==> config.mk <==
export PLATFORM = sky130hd
export DESIGN_NAME = tff_array
export DESIGN_NICKNAME = d
export VERILOG_FILES = /design/src/rtl/tff_array.sv
export SDC_FILE = /design/constraint.sdc
export NUM_CORES = 1
export LEC_CHECK = 0
export CAP_MARGIN = 20
export CORE_MARGIN = 3
export CORE_UTILIZATION = 25
export DETAILED_ROUTE_END_ITERATION = 16
export GPL_ROUTABILITY_DRIVEN = 0
export PLACE_DENSITY_LB_ADDON = 0.25
export SETUP_SLACK_MARGIN = 0.02
export SLEW_MARGIN = 15
export SYNTH_ARGS = -nofsm -noshare
export SYNTH_HDL_FRONTEND = slang
export SYNTH_SLANG_ARGS = --single-unit
==> constraint.sdc <==
create_clock -name clk -period 6.4 [get_ports clk]
set_input_delay 0.96 -clock clk [delete_from_list [all_inputs] [get_ports clk]]
set_output_delay 0.96 -clock clk [all_outputs]
set_load 0.05 [all_outputs]
==> src/rtl/tff_array.sv <==
// tff_array: bank of toggle flip-flops with independent toggle, cascaded up/down count and parallel load
module tff_array #(
  parameter int WIDTH = 8,
  parameter logic [WIDTH-1:0] RESET_VAL = '0
) (
  input  logic             clk,
  input  logic             rst,
  input  logic             en,
  input  logic [1:0]       mode,
  input  logic [WIDTH-1:0] t,
  input  logic [WIDTH-1:0] d,
  input  logic             clr_ovf,
  output logic [WIDTH-1:0] q,
  output logic             tc,
  output logic             ovf
);
  logic [WIDTH-1:0] q_q, q_d, up_t, dn_t;
  logic tc_q, tc_d, ovf_q, ovf_d;
  // cascaded toggle enables: a bit flips when all lower bits are 1 (up) or 0 (down)
  always_comb begin
    up_t[0] = 1'b1;
    dn_t[0] = 1'b1;
    for (int i = 1; i < WIDTH; i++) begin
      up_t[i] = up_t[i-1] & q_q[i-1];
      dn_t[i] = dn_t[i-1] & ~q_q[i-1];
    end
  end
  always_comb begin
    q_d = !en ? q_q :
          mode == 2'b00 ? q_q ^ t :
          mode == 2'b01 ? q_q ^ up_t :
          mode == 2'b10 ? q_q ^ dn_t : d;
    tc_d = en & ((mode == 2'b01 & (&q_q)) | (mode == 2'b10 & ~(|q_q)));
    ovf_d = tc_d | (ovf_q & ~clr_ovf);
  end
  always_ff @(posedge clk) begin
    if (rst) begin
      q_q <= RESET_VAL;
      tc_q <= 1'b0;
      ovf_q <= 1'b0;
    end else begin
      q_q <= q_d;
      tc_q <= tc_d;
      ovf_q <= ovf_d;
    end
  end
  assign q = q_q;
  assign tc = tc_q;
  assign ovf = ovf_q;
endmodule

==> Word-level counts from Yosys, hierarchy flattened <==
Index checks and enable logic that the tools add are counted.
{ "totals": {"ff_bits": 10, "latchBits": 0, "ramBits": 0, "rom_bits": 0, "inputBits": 22, "output_inout_bits": 10, "word_cells": 41, "mem_count": 0} }
{ "op_classes": {"addsub": 0, "n_mul": 0, "n_div": 0, "order_cmp": 0, "n_eq_ne": 2, "n_shift": 0, "muxes": 3, "n_bitwise": 30, "reduce_logical": 3} }
{ "ops": {"columns": ["op", "count"], "rows": [
  ["8-bit two-way mux", 3],
  ["8-bit XOR", 3],
  ["1-bit bitwise AND", 16],
  ["1-bit inverter", 9],
  ["8-bit AND reduction", 1],
  ["8-bit OR reduction", 1],
  ["2-bit by 1-bit == test with 1-bit output (second input constant)", 1],
  ["2-bit == test (second input constant)", 1],
  ["2-bit zero test", 1],
  ["1-bit OR", 2]
]} }

==> Depth between registers and ports, before layout <==
Gate-level depths: netlist of run 1.
{ "logic_depth": {"ltp_word": 11, "mapped_depth": 10, "depth_no_buf": 10} }

==> Worst setup path before layout of run 1 <==
No wires, ideal clock.
{ "synth_path": {"path_kind": "register to register", "from": "register q_q[0] (netlist: q[0])", "to": "register q_q[7] (netlist: q[7])", "setup_time_ns": 0.123, "arrival_time_ns": 2.260, "t_required_ns": 6.277, "setup_slack_ns": 4.017, "path_stages_with_launch": 10, "path_buffers": 0, "synth_period_minus_slack_ns": 2.383, "cell_sequence": "dfxtp_1 -> ha_1 -> ha_1 -> ha_1 -> ha_1 -> ha_1 -> ha_1 -> or3b_1 -> a31oi_1 -> a211oi_2"} }
{ "synth_between": {"elab_chain_cells": 11, "word_cells_on_any_way": 18, "cone_classes": "mux (3); bitwise (15)"} }
{ "synth_lines": {"columns": ["item", "line", "rtl"], "rows": [
  ["start, declared", "17", "logic [WIDTH-1:0] q_q, q_d, up_t, dn_t;"],
  ["start signal, assigned", "42", "q_q <= q_d;"],
  ["1-bit inverter", "25", "dn_t[i] = dn_t[i-1] & ~q_q[i-1];"],
  ["1-bit bitwise AND (6 in series)", "25", null],
  ["8-bit XOR", "32", "mode == 2'b10 ? q_q ^ dn_t : d;"],
  ["8-bit two-way mux", "32", null],
  ["8-bit two-way mux (*)", "31", "mode == 2'b01 ? q_q ^ up_t :"],
  ["8-bit two-way mux (*)", "30", "mode == 2'b00 ? q_q ^ t :"]
]} }
Mark *: on every way between the ends. The rest lies on a longest branch, timed or not.
A chain may end at the register's enable or synchronous reset.

==> Final worst setup path of run 1 <==
{ "layout_path": {"from": "input port mode[1]", "to": "register q_q[7] (netlist: q[7])"} }
{ "layout_between": {"elab_chain_cells": 4, "word_cells_on_any_way": 6, "cone_classes": "eq/ne (2); mux (3); reduce/logical (1)"} }
{ "layout_lines": {"columns": ["item", "line", "rtl"], "rows": [
  ["start, declared", "9", "input logic [1:0] mode,"],
  ["2-bit == test", "32", null],
  ["8-bit two-way mux", "32", null],
  ["8-bit two-way mux", "31", null],
  ["8-bit two-way mux (*)", "30", null]
]} }
Marks and branches as above.

==> results of run 1 <==
## metal layers
layer | track usage, % | part of all wire (%) | wire, um
met5 | 0 | 0 | 0
met4 | 3.97 | 0.68 | 17
met3 | 3.33 | 5.8 | 146
met2 | 18.2 | 47 | 1190
met1 | 15.4 | 46 | 1160
## cell families (layout without fill, tap and decap cells)
family	count (synthesis)	in the layout
and+or+nand+nor	46	46
DFF	10	10
AOI/OAI and AO/OA	31	31
adders and majority gates	12	12
buffers and inverters	18	45
muxes	2	2
## worst reg2reg max path: cells and delay by family (launching register included)
kind / cells / cell delay [ps]
AND/OR/NAND/NOR: 2 / 540
adder cells (fa/ha/maj): 6 / 1010
flip-flops: 1 / 340
AO/OA/AOI/OAI: 1 / 180
buffers and inverters: 1 / 90
## how the worst max path moves through the flow
stage                              endpoint  slack, ps  cells past startpoint
after floorplan           q[7]$_SDFFE_PP0P_       4020                      9
after global placement    q[2]$_SDFFE_PP0P_       3290                      3
after detailed placement  q[2]$_SDFFE_PP0P_       3200                      3
after CTS                 q[2]$_SDFFE_PP0P_       3450                      3
after global routing      q[7]$_SDFFE_PP0P_       3470                      4
final                     q[7]$_SDFFE_PP0P_       3570                      4
## sequential cells by signal (all words and copies together) (netlist names)
name	flops
ovf	1
tc	1
q	8
## cell type report
| cell class | instances | area share (%) |
|---|---|---|
| Tap cell | 46 | 4.33 |
| Clock buffer | 4 | 4.14 |
| Timing Repair Buffer | 31 | 23.0 |
| Inverter | 10 | 2.82 |
| Sequential cell | 10 | 15.1 |
| Multi-Input combinational cell | 91 | 50.7 |
## per-stage QoR
step           cells  power, mW  util [%]
2_1_floorplan    119      0.133         -
3_3_place_gp     188      0.163      36.6
3_5_place_dp     188      0.166      36.6
4_1_cts          192      0.248      38.2
5_1_grt          192      0.261      38.1
6_report         192      0.245      38.1
## synthesized netlist by cell type (all sizes together), types with 3 or more instances
library cell / instances
a21oi: 8
a221oi: 3
a311oi: 3
and2: 8
buf: 5
clkbuf: 3
dfxtp: 10
ha: 12
inv: 10
nand2: 3
nand2b: 3
nand3b: 5
nor2: 12
o21ai: 6
o31ai: 3
or3: 5
## power by group
group          switching [mW]  internal [mW]  total [mW]
registers             0.00738         0.0673      0.0746
logic                  0.0477         0.0413      0.0890
clock network          0.0274         0.0543      0.0816
==> metrics.md, run 1 <==
| Metric | Value |
|---|---|
| Fin crit period | `2830 ps` |
| DR vias/cell | `between 5 and 6` |
| # resized after CTS | `0` |
| Via count | `about 970` |
| Routed Antenna Nets | `0` |
| Crit Path Max Fanout | `22` |
| R2R Path End | `q[7]$_SDFFE_PP0P_` |
| Area occupied by multi-input gates | `674 um2` |
| Core area | `3490 um2` |
| Leakage | `0.509 nW` |
| Simple logic cell fraction of the synthesized area | `between 20% and 30%` |
| Min-delay src | `ovf$_SDFF_PP0_` |
| Cells after Synth | `roughly 120` |
| WP data required | `6560 ps` |
| WHS Endpoint | `ovf$_SDFF_PP0_` |
| CTS Buf Count | `3` |
| Antenna cells | `0` |
| # setup viols final | `0` |
| Post-CTS setup buffer count | `0` |
| Compound-Gate Fraction of Synth Area | `23.2%` |
| Count of boundary I/O pins | `32` |
| Yosys top cell area share | `21.0%` |
| Synthesized area per cell | `8.02 um2` |
| Warnings from Yosys | `0` |
| Initial antenna violation count | `0` |
| RSZ-0062 raised after global routing | `no` |
| Die area | `4600 um2` |
| R2R Path Start | `q[0]$_SDFFE_PP0P_` |
| Vias in the first global route | `905` |
| EDFF count, synth | `0` |
| Seq. cell area | `200 um2` |
| CTS Sinks | `10` |
| Initial DRT Pass Iterations | `4` |
| Sequential area share after synthesis | `21.0%` |
| Largest area contributor in the netlist | `dfxtp_1` |
| Worst reg-to-reg path cell count | `10` |
| Clock buffer depth | `2` |
| Cell Chain, Critical Path | `clkdlybuf4s50_1, inv_1, or4_4, a211oi_2` |
| Fin crit share | `approximately 44%` |
| Initial Utilization | `between 20% and 30%` |
| CTS H-Tree Depth | `1` |
| Slew Viols, Final | `0` |
| Clock slew at the register clock pins of the worst setup and hold paths | `50 ps` |
| Commonest cells after routing, fill and taps aside | `30 x clkdlybuf4s50_1, 12 x nor2_1, 12 x ha_1` |
| Nets | `181` |
| Post-synthesis mux area share | `about 3.5%` |
| Yosys cell types | `36` |
| Crit path max-delay family | `buffers and inverters` |
| CP endpoint kind | `flop` |
| Worst path slowest cell | `clkdlybuf4s50_1` |
| Die height | `around 68 um` |
| Share of cells above drive strength 1 | `7.53%` |
| TritonCTS clock tree | `yes` |
| Largest net degree at the start of global routing | `40` |
| Final WS setup | `3570 ps` |
| Row cnt | `21` |
| Worst slew margin | `53.1%` |
| Die width | `67.8 um` |
| Leading cell type in the layout, fill and taps excluded | `clkdlybuf4s50_1` |
| CP bufs+invs | `2` |
| Setup WS pre-CTS | `3200 ps` |
| Synth-to-layout area growth | `39.3%` |
| Critical path startpoint category | `input pin` |
| Fin area | `1330 um2` |
| WP data arrival | `2990 ps` |
| Asr flop ratio synth | `0%` |
| Post-synth top flop | `dfxtp_1` |
| Post-synthesis adder-cell area fraction | `15.7%` |
| Fillers | `roughly 370` |
| Main combinational cell family by area after synthesis | `simple AND/OR/NAND/NOR gates` |
| Max incr delay on CP | `920 ps` |
| GR Overflow Total | `0` |
| I/O Buffers | `31` |
| Post-synthesis cell area | `between 900 and 1000 um2` |
| Final TNS setup | `0 ps` |
| Xor/xnor share of the synthesized area | `0%` |
| Peak supply drop | `0.0510 mV` |
| Setup CP Type | `input pin to flop` |
| Hold Buf Count CTS | `0` |
| Power Density | `184 nW/um2` |
| Worst Clk Skew | `2.41 ps` |
| Worst Setup SP | `mode[1]` |
| Register bit total from synthesis | `10` |
| Placed cell area | `1280 um2` |
| Fmax | `0.353 GHz` |
| Hold Path Class | `flop to flop` |
| Global-route wire length before repair | `4060 um` |
| Detail Placement HPWL | `about 1900 um` |
| Total track usage | `11.7%` |
| Hold Vio Cnt, Final | `0` |
| Hold slack | `480 ps` |
| Clock root cell | `clkbuf_8` |
| Hold path depth | `2` |
| DRT Wirelength | `between 2000 and 3000 um` |
| Syn nets | `153` |
| Routed WL per cell | `13.1 um` |
| # DRC | `0` |
| Clk_lat worst skew | `240 ps` |
| Synth top area cells | `dfxtp_1 21%, ha_1 16%, nor2_1 4.7%` |
| Initial DRC count | `between 40 and 50` |
| Worst R2R Setup Slack | `roughly 4200 ps` |
| Worst Tran Pin Value | `702 ps` |
| Max-cap violations | `0` |
| Status | `finished clean` |
(Power assumes the default switching activity.)
==> run 2, diff against run 1 <==
clock period = 2.7 ns   (was 6.4 ns; I/O delays follow)
==> metrics.md, run 2 (synthesized netlist as in run 1, its figures left out) <==
| Metric | Value |
|---|---|
| DR vias/cell | `roughly 5.1` |
| Worst reg-to-reg path cell count | `9` |
| CP dominant cell by count | `ha_1` |
| Hold Buf Count CTS | `0` |
| Critical path startpoint category | `flop` |
| Setup CP Type | `flop to flop` |
| Nets | `185` |
| Post-CTS setup buffer count | `0` |
| DRT Wirelength | `2690 um` |
| Clock buffer depth | `2` |
| Global-route wire length before repair | `4460 um` |
| Final WS setup | `466 ps` |
| Commonest cells after routing, fill and taps aside | `31 x clkdlybuf4s50_1, 12 x nor2_1, 12 x ha_1` |
| Via count | `about 990` |
| Peak supply drop | `0.157 mV` |
| Clk_lat worst skew | `240 ps` |
| # DRC | `0` |
| Placed cell area | `approximately 1300 um2` |
| Leading cell type in the layout, fill and taps excluded | `clkdlybuf4s50_1` |
| Worst slew margin | `64.5%` |
| Worst Setup SP | `q[0]$_SDFFE_PP0P_` |
| Fin crit period | `2230 ps` |
| TritonCTS clock tree | `yes` |
| Worst R2R Setup Slack | `between 400 and 500 ps` |
| Initial Utilization | `27.3%` |
| Die area | `4600 um2` |
| I/O Buffers | `31` |
| Initial DRT Pass Iterations | `4` |
| Core area | `roughly 3500 um2` |
| Die width | `67.8 um` |
| Initial antenna violation count | `0` |
| RSZ-0062 raised after global routing | `no` |
| Max-cap violations | `0` |
| Min-delay src | `ovf$_SDFF_PP0_` |
| CTS H-Tree Depth | `1` |
| Worst Clk Skew | `2.12 ps` |
| Total track usage | `13.4%` |
| Status | `finished clean` |
| Count of boundary I/O pins | `32` |
| Cell Chain, Critical Path | `ha_1, ha_1, ha_1, ha_1, ha_1, ha_1, or3b_1, a31oi_1, a211oi_2` |
| Share of cells above drive strength 1 | `8.72%` |
| Synth-to-layout area growth | `41.5%` |
| Vias in the first global route | `1009` |
| Power Density | `about 410 nW/um2` |
| Fin area | `1350 um2` |
| Clock root cell | `clkbuf_8` |
| Slew Viols, Final | `0` |
| Largest net degree at the start of global routing | `22` |
| WHS Endpoint | `ovf$_SDFF_PP0_` |
| Max incr delay on CP | `approximately 350 ps` |
| Worst Tran Pin Value | `530 ps` |
| CTS Sinks | `10` |
| Die height | `67.8 um` |
| Row cnt | `21` |
| R2R Path Start | `q[0]$_SDFFE_PP0P_` |
| CTS Buf Count | `3` |
| WP data required | `2820 ps` |
| Fin crit share | `82.7%` |
| Fmax | `around 0.45 GHz` |
| Hold Path Class | `flop to flop` |
| Antenna cells | `0` |
| Leakage | `approximately 0.52 nW` |
| Initial DRC count | `41` |
| Setup WS pre-CTS | `452 ps` |
| Routed Antenna Nets | `0` |
| # resized after CTS | `0` |
| Worst path slowest cell | `or3b_1` |
| Detail Placement HPWL | `2040 um` |
| R2R Path End | `q[7]$_SDFFE_PP0P_` |
| Hold Vio Cnt, Final | `0` |
| WP data arrival | `2360 ps` |
| GR Overflow Total | `0` |
| Clock slew at the register clock pins of the worst setup and hold paths | `50 ps` |
| CP endpoint kind | `flop` |
| Crit Path Max Fanout | `5` |
| Max reg flops | `8` |
| Routed WL per cell | `13.8 um` |
| # setup viols final | `0` |
| Hold path depth | `2` |
| Final TNS setup | `0 ps` |
[run 2: cell types whose count changed in the layout (fill, tap and decap cells not counted)]
cell	before	now
clkdlybuf4s50_1	30	31
clkbuf_8	4	3
buf_2	1	0
buf_4	0	4
[run 2: layout make-up]
class                      count  area [um2]
fill                         354        2140
tap                           46        57.6
inverter                      10        37.5
multi-input combinational     91         674
timing repair buffer          35         340
sequential                    10         200
clock buffer                   3        41.3
[run 2: worst max-delay path by stage]
stage | endpoint | slack, ps | cells after the start
6_report | q[7]$_SDFFE_PP0P_ | 470 | 9
2_1_floorplan | q[7]$_SDFFE_PP0P_ | 320 | 9
5_1_grt | q[7]$_SDFFE_PP0P_ | 290 | 9
4_1_cts | q[7]$_SDFFE_PP0P_ | 440 | 9
3_3_place_gp | q[7]$_SDFFE_PP0P_ | 520 | 9
3_5_place_dp | q[7]$_SDFFE_PP0P_ | 450 | 9
[run 2: critical path, delay by kind of cell, from the launching register on]
kind	cells	cell delay, ps
AO/OA/AOI/OAI	2	300
flip-flops	1	340
AND/OR/NAND/NOR	1	350
adder cells (fa/ha/maj)	6	1140
[run 2: metrics by stage]
stage	hold slack [ps]	utilization, %	instances	power (mW)
2_1_floorplan	579	-	119	0.315
6_report	484	38.7	195	0.555
3_5_place_dp	481	37.5	192	0.398
4_1_cts	489	38.7	195	0.563
3_3_place_gp	462	37.5	192	0.394
5_1_grt	526	38.7	195	0.591
[run 2: power by group]
group          leakage [nW]  internal (mW)  switching (mW)  total (mW)
Combinational         0.417          0.102           0.114       0.215
Clock                0.0216         0.0982          0.0638       0.162
Sequential           0.0825          0.160          0.0183       0.178
[run 2: layer usage]
metal	vias up	GRT usage, %	part of all wire (%)	wire length, um
met3	5	3.99	4.6	124
met2	22	23.0	49	1310
met4	0	6.95	1.7	45
met5	-	0	0	0
li1	498	-	-	-
met1	463	14.8	45	1210
==> run 3, diff against run 2 <==
clock period = 2.1 ns   (was 2.7 ns; I/O delays follow)
==> metrics.md, run 3 (synthesized netlist as in run 1, its figures left out) <==
| Metric | Value |
|---|---|
| Status | `finished clean` |
| Leakage | `0.557 nW` |
| Clock buffer depth | `2` |
| Initial DRT Pass Iterations | `4` |
| Crit Path Max Fanout | `2` |
| # DRC | `0` |
| Antenna cells | `0` |
| Via count | `1036` |
| Worst slew margin | `65.7%` |
| Hold path depth | `2` |
| Initial Utilization | `27.3%` |
| Critical path startpoint category | `flop` |
| Slew Viols, Final | `0` |
| Share of cells above drive strength 1 | `between 20% and 30%` |
| Worst Clk Skew | `6.56 ps` |
| GR Layer Usage met3 | `roughly 3.2%` |
| Clock root cell | `clkbuf_8` |
| Met2 Track Usage GR | `between 20% and 30%` |
| Routed WL per cell | `~15 um` |
| Hold Path Class | `flop to flop` |
| Leading cell type in the layout, fill and taps excluded | `clkdlybuf4s50_1` |
| Synth-to-layout area growth | `67.8%` |
| Worst Tran Pin Value | `slightly above 500 ps` |
| Power Density | `524 nW/um2` |
| Die height | `approximately 68 um` |
| Global-route wire length before repair | `4790 um` |
| Worst reg-to-reg path cell count | `9` |
| Row cnt | `21` |
| TritonCTS clock tree | `yes` |
| Clock slew at the register clock pins of the worst setup and hold paths | `around 60 ps` |
| CTS Sinks | `10` |
| CTS H-Tree Depth | `1` |
| Core area | `between 3000 and 4000 um2` |
| Largest net degree at the start of global routing | `22` |
| Fmax | `about 0.49 GHz` |
| GRT busiest layer | `met2` |
| Routed Antenna Nets | `0` |
| Hold Buf Count CTS | `0` |
| Fin crit share | `97.3%` |
| Die area | `~4600 um2` |
| Clk_lat worst skew | `240 ps` |
| CTS Buf Count | `3` |
| Initial DRC count | `40` |
| Peak supply drop | `around 0.25 mV` |
| Detail Placement HPWL | `2210 um` |
| Final TNS setup | `0 ps` |
| Count of boundary I/O pins | `32` |
| Die width | `67.8 um` |
| Setup CP Type | `flop to flop` |
| Total track usage | `13.9%` |
| # setup viols final | `0` |
| Max reg flops | `8` |
| Commonest cells after routing, fill and taps aside | `31 x clkdlybuf4s50_1, 12 x nor2_1, 12 x ha_4` |
| DR vias/cell | `5.13` |
| WP data required | `roughly 2200 ps` |
| GR Overflow Total | `0` |
| Total power | `0.840 mW` |
| RSZ-0062 raised after global routing | `no` |
| CP endpoint kind | `flop` |
| Initial antenna violation count | `0` |
| Hold Vio Cnt, Final | `0` |
| DRT Wirelength | `3020 um` |
| WP data arrival | `2170 ps` |
| Final WS setup | `roughly 57 ps` |
| Grt met1 use | `17.4%` |
| Setup WS pre-CTS | `8.09 ps` |
| Max-cap violations | `0` |
| Nets | `roughly 190` |
| Vias in the first global route | `between 1000 and 1500` |
| Fin crit period | `roughly 2000 ps` |
| I/O Buffers | `31` |
## run 3: metrics by stage
stage	cells	util [%]	hold WS, ps	cell area [um2]
after floorplan	119	-	478	1070
after global placement	194	41.1	461	1440
after detailed placement	194	41.1	475	1440
after CTS	202	45.4	487	1590
after global routing	202	45.8	507	1600
final	202	45.8	481	1600
## run 3: critical path, cell delays in order (launching register included)
cell      delay, ps
dfxtp_4         360
ha_4            160
ha_4            160
ha_4            150
ha_4            150
ha_4            150
ha_4            160
or3b_4          390
a31oi_2         150
a211oi_2         80
## run 3: final timing paths
check	end	startpoint	slack, ps
worst max-delay path	q[7]$_SDFFE_PP0P_	q[1]$_SDFFE_PP0P_	60
worst min-delay path	ovf$_SDFF_PP0_	ovf$_SDFF_PP0_	480
worst max register to register	q[7]$_SDFFE_PP0P_	q[1]$_SDFFE_PP0P_	60
worst min register to register	ovf$_SDFF_PP0_	ovf$_SDFF_PP0_	480
## run 3: per-layer routing
layer / vias up / routed length [um]
met5: - / 0
met4: 0 / 11
met3: 2 / 114
met2: 16 / 1600
met1: 506 / 1300
li1: 512 / -
## run 3: final cells by class
cell class              instances  area [um2]
fillers                       347        1890
inverters                      10        45.0
multi-input cells              91         833
clock buffers                   4        55.1
repair buffers                 41         402
well taps                      46        57.6
flip-flops and latches         10         209
## run 3: what timing repair did
item / 4_1_cts / 5_1_grt
buffers inserted: 4 / 0
setup endpoints to repair: 1 / 1
pin swaps: 6 / 1
resized for setup: 6 / 4
## run 3: power by group
group	leakage [nW]	internal [mW]	total [mW]	switching, mW
Clock	0.0288	0.166	0.255	0.0892
Combinational	0.444	0.178	0.349	0.171
Sequential	0.0840	0.205	0.236	0.0301
